<file path="src/rtl/aes_pkg.sv">
// Shared types, constants and helpers for the sequential AES key-schedule engine.
//   word_t / block_t : 32-bit key word and 128-bit key block (w0 in the MSBs).
//   state_e          : expansion controller states.
//   RCON_INIT        : round-constant value for the first generated round key.
//   xtime()          : GF(2^8) multiply-by-two, steps Rcon from round to round.
//   sbox()           : forward AES S-box lookup.
package aes_pkg;

  typedef logic [31:0]  word_t;
  typedef logic [127:0] block_t;

  typedef enum logic [1:0] {
    StIdle,
    StEmit,
    StFin
  } state_e;

  localparam logic [7:0] RCON_INIT = 8'h01;

  // Forward S-box; entry 0 sits in the most significant byte.
  localparam logic [0:255][7:0] SBOX = {
    128'h637c777bf26b6fc53001672bfed7ab76,
    128'hca82c97dfa5947f0add4a2af9ca472c0,
    128'hb7fd9326363ff7cc34a5e5f171d83115,
    128'h04c723c31896059a071280e2eb27b275,
    128'h09832c1a1b6e5aa0523bd6b329e32f84,
    128'h53d100ed20fcb15b6acbbe394a4c58cf,
    128'hd0efaafb434d338545f9027f503c9fa8,
    128'h51a3408f929d38f5bcb6da2110fff3d2,
    128'hcd0c13ec5f974417c4a77e3d645d1973,
    128'h60814fdc222a908846eeb814de5e0bdb,
    128'he0323a0a4906245cc2d3ac629195e479,
    128'he7c8376d8dd54ea96c56f4ea657aae08,
    128'hba78252e1ca6b4c6e8dd741f4bbd8b8a,
    128'h703eb5664803f60e613557b986c11d9e,
    128'he1f8981169d98e949b1e87e9ce5528df,
    128'h8ca1890dbfe6426841992d0fb054bb16
  };

  function automatic logic [7:0] xtime(input logic [7:0] x);
    return {x[6:0], 1'b0} ^ (x[7] ? 8'h1b : 8'h00);
  endfunction

  function automatic logic [7:0] sbox(input logic [7:0] b);
    return SBOX[b];
  endfunction

endpackage

</file>
<file path="src/rtl/aes_sub_word.sv">
// SubWord: applies the AES S-box to each of the four bytes of a 32-bit word.
//   word_i : input word
//   word_o : substituted word (purely combinational)
module aes_sub_word
  import aes_pkg::*;
(
  input  word_t word_i,
  output word_t word_o
);

  always_comb begin
    word_o = '0;
    for (int i = 0; i < 4; i++) begin
      word_o[8*i +: 8] = sbox(word_i[8*i +: 8]);
    end
  end

endmodule

</file>
<file path="src/rtl/aes_key_expand_seq.sv">
// Sequential AES key-schedule engine. Emits round keys 0..NR one per valid/ready beat,
// starting with the cipher key itself, then pulses done for one cycle.
//
// Ports:
//   clk, rst_n          : clock (rising edge), asynchronous active-low reset
//   start               : begin an expansion (honoured only when idle)
//   key_in              : cipher key, sampled on the accepting edge only
//   busy                : expansion in progress
//   rk_valid / rk_ready : round-key stream handshake
//   rk_out / rk_index   : current round key and its round number
//   done                : one-cycle pulse after the last round key is taken
//   rd_addr / rd_data   : round-key store read port (1-cycle latency)
//
// Build option: define AES_KEY_EXPAND_RK_RAM_EN to keep every emitted round key in an
// internal store readable through rd_addr/rd_data. Without it rd_data is tied to 0.
module aes_key_expand_seq
  import aes_pkg::*;
#(
  parameter int unsigned NR        = 10,
  parameter int unsigned ROT_BYTES = 1,
  parameter int unsigned IDXW      = 4
) (
  input  logic            clk,
  input  logic            rst_n,
  input  logic            start,
  input  logic [127:0]    key_in,
  output logic            busy,
  output logic            rk_valid,
  input  logic            rk_ready,
  output logic [127:0]    rk_out,
  output logic [IDXW-1:0] rk_index,
  output logic            done,
  input  logic [IDXW-1:0] rd_addr,
  output logic [127:0]    rd_data
);

  localparam int unsigned RotBits = 8 * ROT_BYTES;

  state_e          state_q, state_d;
  block_t          rk_q, rk_d;
  logic [IDXW-1:0] idx_q, idx_d;
  logic [7:0]      rcon_q, rcon_d;

  logic accept;
  logic last;
  logic launch;

  assign accept = (state_q == StEmit) && rk_ready;
  assign last   = (idx_q == IDXW'(NR));
  assign launch = (state_q == StIdle) && start;

  // Next round key from the current one.
  word_t w0, w1, w2, w3;
  word_t rot_w3, sub_w3, t_word;
  word_t n0, n1, n2, n3;

  assign {w0, w1, w2, w3} = rk_q;

  if (ROT_BYTES == 0) begin : g_no_rot
    assign rot_w3 = w3;
  end else begin : g_rot
    assign rot_w3 = {w3[31-RotBits:0], w3[31:32-RotBits]};
  end

  aes_sub_word u_sub_word (
    .word_i (rot_w3),
    .word_o (sub_w3)
  );

  assign t_word = sub_w3 ^ {rcon_q, 24'h0};
  assign n0     = w0 ^ t_word;
  assign n1     = w1 ^ n0;
  assign n2     = w2 ^ n1;
  assign n3     = w3 ^ n2;

  // State register.
  always_ff @(posedge clk or negedge rst_n) begin
    if (!rst_n) begin
      state_q <= StIdle;
    end else begin
      state_q <= state_d;
    end
  end

  // Next-state logic.
  always_comb begin
    state_d = state_q;
    unique case (state_q)
      StIdle: if (start) state_d = StEmit;
      StEmit: if (accept && last) state_d = StFin;
      StFin:  state_d = StIdle;
      default: state_d = StIdle;
    endcase
  end

  // Outputs decoded from state.
  always_comb begin
    busy     = 1'b0;
    rk_valid = 1'b0;
    done     = 1'b0;
    unique case (state_q)
      StIdle: ;
      StEmit: begin
        busy     = 1'b1;
        rk_valid = 1'b1;
      end
      StFin:  done = 1'b1;
      default: ;
    endcase
  end

  // Key/index/Rcon datapath.
  always_comb begin
    rk_d   = rk_q;
    idx_d  = idx_q;
    rcon_d = rcon_q;
    if (launch) begin
      rk_d   = key_in;
      idx_d  = '0;
      rcon_d = RCON_INIT;
    end else if (accept && !last) begin
      rk_d   = {n0, n1, n2, n3};
      idx_d  = idx_q + 1'b1;
      rcon_d = xtime(rcon_q);
    end
  end

  always_ff @(posedge clk or negedge rst_n) begin
    if (!rst_n) begin
      rk_q   <= '0;
      idx_q  <= '0;
      rcon_q <= RCON_INIT;
    end else begin
      rk_q   <= rk_d;
      idx_q  <= idx_d;
      rcon_q <= rcon_d;
    end
  end

  assign rk_out   = rk_q;
  assign rk_index = idx_q;

`ifdef AES_KEY_EXPAND_RK_RAM_EN
  block_t ram_q [NR+1];
  block_t rd_data_q;

  always_ff @(posedge clk or negedge rst_n) begin
    if (!rst_n) begin
      for (int i = 0; i <= int'(NR); i++) begin
        ram_q[i] <= '0;
      end
      rd_data_q <= '0;
    end else begin
      if (accept) begin
        ram_q[idx_q] <= rk_q;
      end
      // Out-of-range addresses read as zero rather than aliasing.
      rd_data_q <= (rd_addr <= IDXW'(NR)) ? ram_q[rd_addr] : '0;
    end
  end

  assign rd_data = rd_data_q;
`else
  logic unused_rd_addr;
  assign unused_rd_addr = ^rd_addr;
  assign rd_data        = '0;
`endif

endmodule

</file>
<file path="config.mk">
export PLATFORM = sky130hd
export DESIGN_NAME = aes_key_expand_seq
export DESIGN_NICKNAME = d
export VERILOG_FILES = /design/src/rtl/aes_pkg.sv /design/src/rtl/aes_sub_word.sv /design/src/rtl/aes_key_expand_seq.sv
export SDC_FILE = /design/constraint.sdc
export NUM_CORES = 1
export LEC_CHECK = 0
export CAP_MARGIN = 10
export CORE_ASPECT_RATIO = 0.5
export CORE_MARGIN = 2
export CORE_UTILIZATION = 26
export CTS_BUF_LIST = sky130_fd_sc_hd__clkbuf_8
export DETAILED_ROUTE_END_ITERATION = 12
export PLACE_DENSITY = 0.52
export SLEW_MARGIN = 20
export SYNTH_ARGS = -nofsm -noshare
export SYNTH_HDL_FRONTEND = slang
export SYNTH_HIERARCHICAL = 1
export SYNTH_SLANG_ARGS = --single-unit
</file>
<file path="constraint.sdc">
create_clock -name clk -period 8.25 [get_ports clk]
set_clock_uncertainty 0.2 [all_clocks]
set_input_delay 1.2375 -clock clk [delete_from_list [all_inputs] [get_ports clk]]
set_output_delay 1.2375 -clock clk [all_outputs]
set_load 0.05 [all_outputs]
</file>
* After elaboration in Yosys (flattened, before gate mapping)
Memories as Yosys holds them, arrays and structs flattened.
Cells that the tools add are included.
** Storage, ports and cells
- Bits in latches :: 0
- Output and inout bits :: 263
- Memory bits (read-only) :: 8192
- Register bits after elaboration :: 142
- Logic and storage cells :: 56
- Memory bits (writable) :: 0
- Bits of input ports :: 136
- Memories :: 4
** Memory list
- (name not given) :: words 256, bits a word 8, rd ports 1, clocked after Yosys merged registers in 0, wr ports 0, RTL line aes_pkg.sv:45 : return SBOX[b];
- (name not given) :: words 256, bits a word 8, rd ports 1, clocked after Yosys merged registers in 0, wr ports 0, RTL line aes_pkg.sv:45
- (name not given) :: words 256, bits a word 8, rd ports 1, clocked after Yosys merged registers in 0, wr ports 0, RTL line aes_pkg.sv:45
- (name not given) :: words 256, bits a word 8, rd ports 1, clocked after Yosys merged registers in 0, wr ports 0, RTL line aes_pkg.sv:45
** Cells by class
- $mul :: 0
- Shift operators :: 0
- Mux-type cells :: 20
- Equality and inequality tests :: 5
- Reduce and logical (&&, ||, !) cells :: 8
- Order comparisons :: 4
- Div/mod/pow operators :: 0
- Bitwise logic cells :: 10
- $add $sub $neg :: 1
** Operators with widths (number)
- $mux 128 :: 2
- $xor 32x32->32 :: 5
- $mux 8 :: 10
- $ge 9x9->1 const B :: 4
- $not 8->9 :: 4
- $mux 4 :: 2
- $xor 8x5->8 :: 1
- $mux 5 :: 1
- $add 4x1->4 const B :: 1
- $eq 4x4->1 const B :: 1
- $logic_and 1x1->1 :: 4
- $mux 2 :: 2
- $pmux 2 s2 :: 1
- $eq 2x1->1 const B :: 1
- $eq 2x2->1 const B :: 1
- $logic_not 2->1 :: 1
- $mux 1 :: 2
- $ne 2x1->1 const B :: 1
- $ne 2x2->1 const B :: 1
- $reduce_and 2->1 :: 1
- $reduce_bool 2->1 :: 1
- $logic_not 1->1 :: 1

* Longest topological paths before layout
- Word-level depth :: 11
- Mapped depth :: 16
- Mapped depth without buffers :: 12

* Hierarchy
Netlist, hierarchy kept.
** By module, submodules not included
- aes_sub_word :: cells each 2185, sequential area each 0.0 um2, area an instance 13769.5 um2, instances 1
- aes_key_expand_seq :: cells each 844, sequential area each 3554.7 um2, area an instance 8720.9 um2, instances 1

* Worst setup path before layout
No wires, ideal clock.
- Path type :: flip-flop to flip-flop
- From :: register rk_q[1], in the netlist rk_out[1]
- To :: register rk_q[15], in the netlist rk_out[15]
- Data arrival time :: 4.183 ns
- Library setup time :: 0.082 ns
- Clock period less this slack :: 4.465 ns
- Buffers on the path :: 2
- Required time :: 7.968 ns
- Cell stages (with the launch flop) :: 14
- Setup slack :: 3.785 ns
- Cell sequence :: dfrtp_1 > buf_2 > inv_1 > ha_1 > buf_2 > and2_1 > o31a_1 > mux4_2 > and2_1 > o31ai_1 > xnor3_1 > xor2_1 > or3_1 > a31oi_1
** Between the ends
- Cells in the longest elaborated chain, start to end :: 11
** Ends and longest elaborated chain
- start, declared :: RTL line aes_key_expand_seq.sv:40 : block_t rk_q, rk_d;
- start signal, assigned :: RTL line aes_key_expand_seq.sv:134 : rk_q <= rk_d;
- $not 8->9 (not written as such) :: RTL line aes_pkg.sv:45
- $mem_v2 256x8
- $mux 8 (not written as such) (2 in a row) :: RTL line aes_pkg.sv:45
- net sub_w3[15] :: RTL line aes_key_expand_seq.sv:54 : word_t rot_w3, sub_w3, t_word;
- $xor 32x32->32 :: RTL line aes_key_expand_seq.sv:70 : assign t_word = sub_w3 ^ {rcon_q, 24'h0};
- $xor 32x32->32 :: RTL line aes_key_expand_seq.sv:71 : assign n0 = w0 ^ t_word;
- $xor 32x32->32 :: RTL line aes_key_expand_seq.sv:72 : assign n1 = w1 ^ n0;
- $xor 32x32->32 :: RTL line aes_key_expand_seq.sv:73 : assign n2 = w2 ^ n1;
- $xor 32x32->32 :: RTL line aes_key_expand_seq.sv:74 : assign n3 = w3 ^ n2;
- $mux 128 :: RTL line aes_key_expand_seq.sv:121 : end else if (accept && !last) begin
- $mux 128 :: RTL line aes_key_expand_seq.sv:117 : if (launch) begin
The timed path passes the listed nets, and every way through them passes these cells. The select of a mux whose other input is x is not followed.
A chain may end at the register's enable or synchronous reset.

* Worst setup path after layout
- From :: register rk_q[9], in the netlist rk_out[9]
- To :: register rk_q[18], in the netlist rk_out[18]
Same word-level chain as after synthesis.

==> metrics <==
status=finished, final reports clean; # rows=76; syn avg cell area=7.42 um^2; share of cells above drive strength 1=0.0660; post-route insts no fill=4,224; sequential fraction of the synthesis area=0.158; Final Hold Fails=0; Startpoint Class=flop; cells on worst reg2reg path=13; max-slew violation count=0; crit path to=rk_out[18]$_DFFE_PN0P_; reg2reg start=rk_out[9]$_DFFE_PN0P_; Max Clk Rate=180 MHz; cts repair resizes=0; worst slack, placed=2.89 ns; DP Area=25,000 um^2; WL final=107,000 um; gr usage total=0.226; slew margin rel.=0.290; routed length per instance=25.3 um; CTS HTree Levels=4; Final min period=5.55 ns; commonest cells after routing, fill and taps aside=o21ai_0, clkdlybuf4s50_1, nand2_1; initial antenna violation count=9; placed cell count=4,182; critical path type=flop to flop; Fillers=9,312; Port Buffers=266; Final Cell Area=25,500 um^2; Placer Congestion=0.990; Synth Register Bits=142; Initial Utilization=0.262; CTS tree=done; core region area=85,900 um^2; Setup crit end kind=flop; I/O pin cnt=399; deepest clock path buffer count=2; global-route wire length before repair=155,000 um; Netlist Area Pre-Place=22,500 um^2; worst r2r dst=rk_out[18]$_DFFE_PN0P_; yosys warns=6; Critical Path RT=8.49 ns; R2R setup slack=2.70 ns; Post-CTS Hold Fix Bufs=0; Post-Syn Instances=3,029; Post-DP HPWL=73,300 um; synth unique cells=98; largest net degree at the start of global routing=101; Chip Width=420 um; drt drc=0; Reg clk slew, reported paths=0.10 ns; CTS sink cnt=142; Die Y=212 um; clock latency on the worst-skew pair=0.51 ns; fraction of registers with async set or reset after synthesis=1.00; WP data arrival=5.79 ns; cts bufs inserted=17; full die area=89,000 um^2; number of max-cap violations=0; worst setup path startpoint=rk_out[9]$_DFFE_PN0P_; worst-path maximum fanout=20; Tightest Pin Transition=1.07 ns; final worst setup slack=2.70 ns; area grow syn2layout=13.4%; final setup violation count=0; gr ovfl total=0; Hold Crit Class=flop to flop; Net count, final=3,229; Post-CTS Setup Bufs=0; Vias/cell=6.09; commonest non-fill, non-tap cell in the layout=o21ai_0; unrepaired setup endpoints after global routing=no; Final period util=0.672; top_reg_cell synth=dfrtp_1; vias in the first global route=22,800; number of synthesized flops with an enable pin=0; remaining antenna violation count=0; final setup TNS=0 ns; DR pass1 iterations=7; Root Driver=clkbuf_8; DRT iter0 DRCs=4,489; total number of vias=25,700
[kinds of logic after synthesis]
family | Yosys count | share of synthesized area
AOI/OAI and AO/OA | 1139 | 0.346
xor gates and xnor gates | 104 | 0.0604
adders and majority gates | 62 | 0.0345
buffers and inverters | 505 | 0.121
DFF | 142 | 0.158
muxes | 81 | 0.0555
other | 1 | 0.000167
and+or+nand+nor | 995 | 0.225
[sequential cells by signal, indices dropped and copies added (netlist names)]
| register | flops |
|---|---|
| state_q | 2 |
| rk_index | 4 |
| rk_out | 128 |
| rcon_q | 8 |
[cell type report]
cell class | count | area [um^2] | area share
diodes | 10 | 25.0 | 0.000982
clock buffers | 19 | 262 | 0.0103
clock inverters | 13 | 185 | 0.00726
inverters | 38 | 143 | 0.00560
multi-input cells | 2509 | 16700 | 0.656
flip-flops and latches | 142 | 3590 | 0.141
well taps | 1170 | 1460 | 0.0574
repair buffers | 323 | 3100 | 0.122
[routing by layer]
metal | vias up | wire length [um] | track usage
li1 | 11200 | - | -
met1 | 12600 | 43300 | 0.304
met2 | 1668 | 49400 | 0.361
met3 | 283 | 9130 | 0.0289
met4 | 0 | 5070 | 0.0986
met5 | - | 0 | 0
[synthesized netlist by cell type (30+ instances only)]
cell type	count	share of area
xnor2_1	52	0.020
a211oi_1	58	0.019
or3_1	37	0.010
nor2b_1	79	0.022
o211ai_1	64	0.021
nor3_1	141	0.031
a311oi_1	30	0.012
dfrtp_1	141	0.16
a31oi_1	65	0.018
ha_1	62	0.034
nand2_1	206	0.034
xnor3_1	32	0.032
a221o_1	68	0.030
o21ai_0	284	0.063
o311ai_0	58	0.023
nand2b_1	76	0.021
clkbuf_1	155	0.026
buf_2	126	0.028
a21oi_1	193	0.043
nor2_1	197	0.033
buf_4	146	0.049
nor3b_1	33	0.011
inv_1	31	0.0052
mux4_2	33	0.033
a21o_1	38	0.013
mux2i_1	32	0.014
nand3_1	81	0.018
[stage by stage]
stage          hold slack, ns   util
3_3_place_gp            0.310  0.291
2_1_floorplan           0.290      -
6_report                0.352  0.297
3_5_place_dp            0.326  0.291
5_1_grt                 0.387  0.297
4_1_cts                 0.354  0.297
[worst max-delay path, cell delays in order, from the launching register on]
cell and delay (ns):
dfrtp_1 0.81, inv_1 0.42, ha_1 0.40, buf_4 0.22, nor2_1 0.55, o21ai_0 0.20
a21o_1 0.22, a31o_2 0.25, a221o_1 0.34, o21ai_0 0.25, xnor3_1 0.62, xor2_1 0.65
o21ai_0 0.16, a31oi_1 0.20
[how the worst min path moves through the flow]
stage | depth (start not counted) | start | slack (ns) | end
finish | 2 | rcon_q[6]$_DFFE_PN0P_ | 0.35 | rcon_q[7]$_DFFE_PN0P_
global route | 2 | rk_out[76]$_DFFE_PN0P_ | 0.39 | rk_out[76]$_DFFE_PN0P_
CTS | 2 | rcon_q[6]$_DFFE_PN0P_ | 0.35 | rcon_q[7]$_DFFE_PN0P_
detailed placement | 2 | rcon_q[6]$_DFFE_PN0P_ | 0.33 | rcon_q[7]$_DFFE_PN0P_
global placement | 2 | rcon_q[6]$_DFFE_PN0P_ | 0.31 | rcon_q[7]$_DFFE_PN0P_
floorplan | 2 | rcon_q[1]$_DFFE_PN0P_ | 0.29 | rcon_q[2]$_DFFE_PN0P_
Power is left out: the tool's default activity adds up to more than one toggle a clock period on the data nets, which glitch-free logic cannot reach.
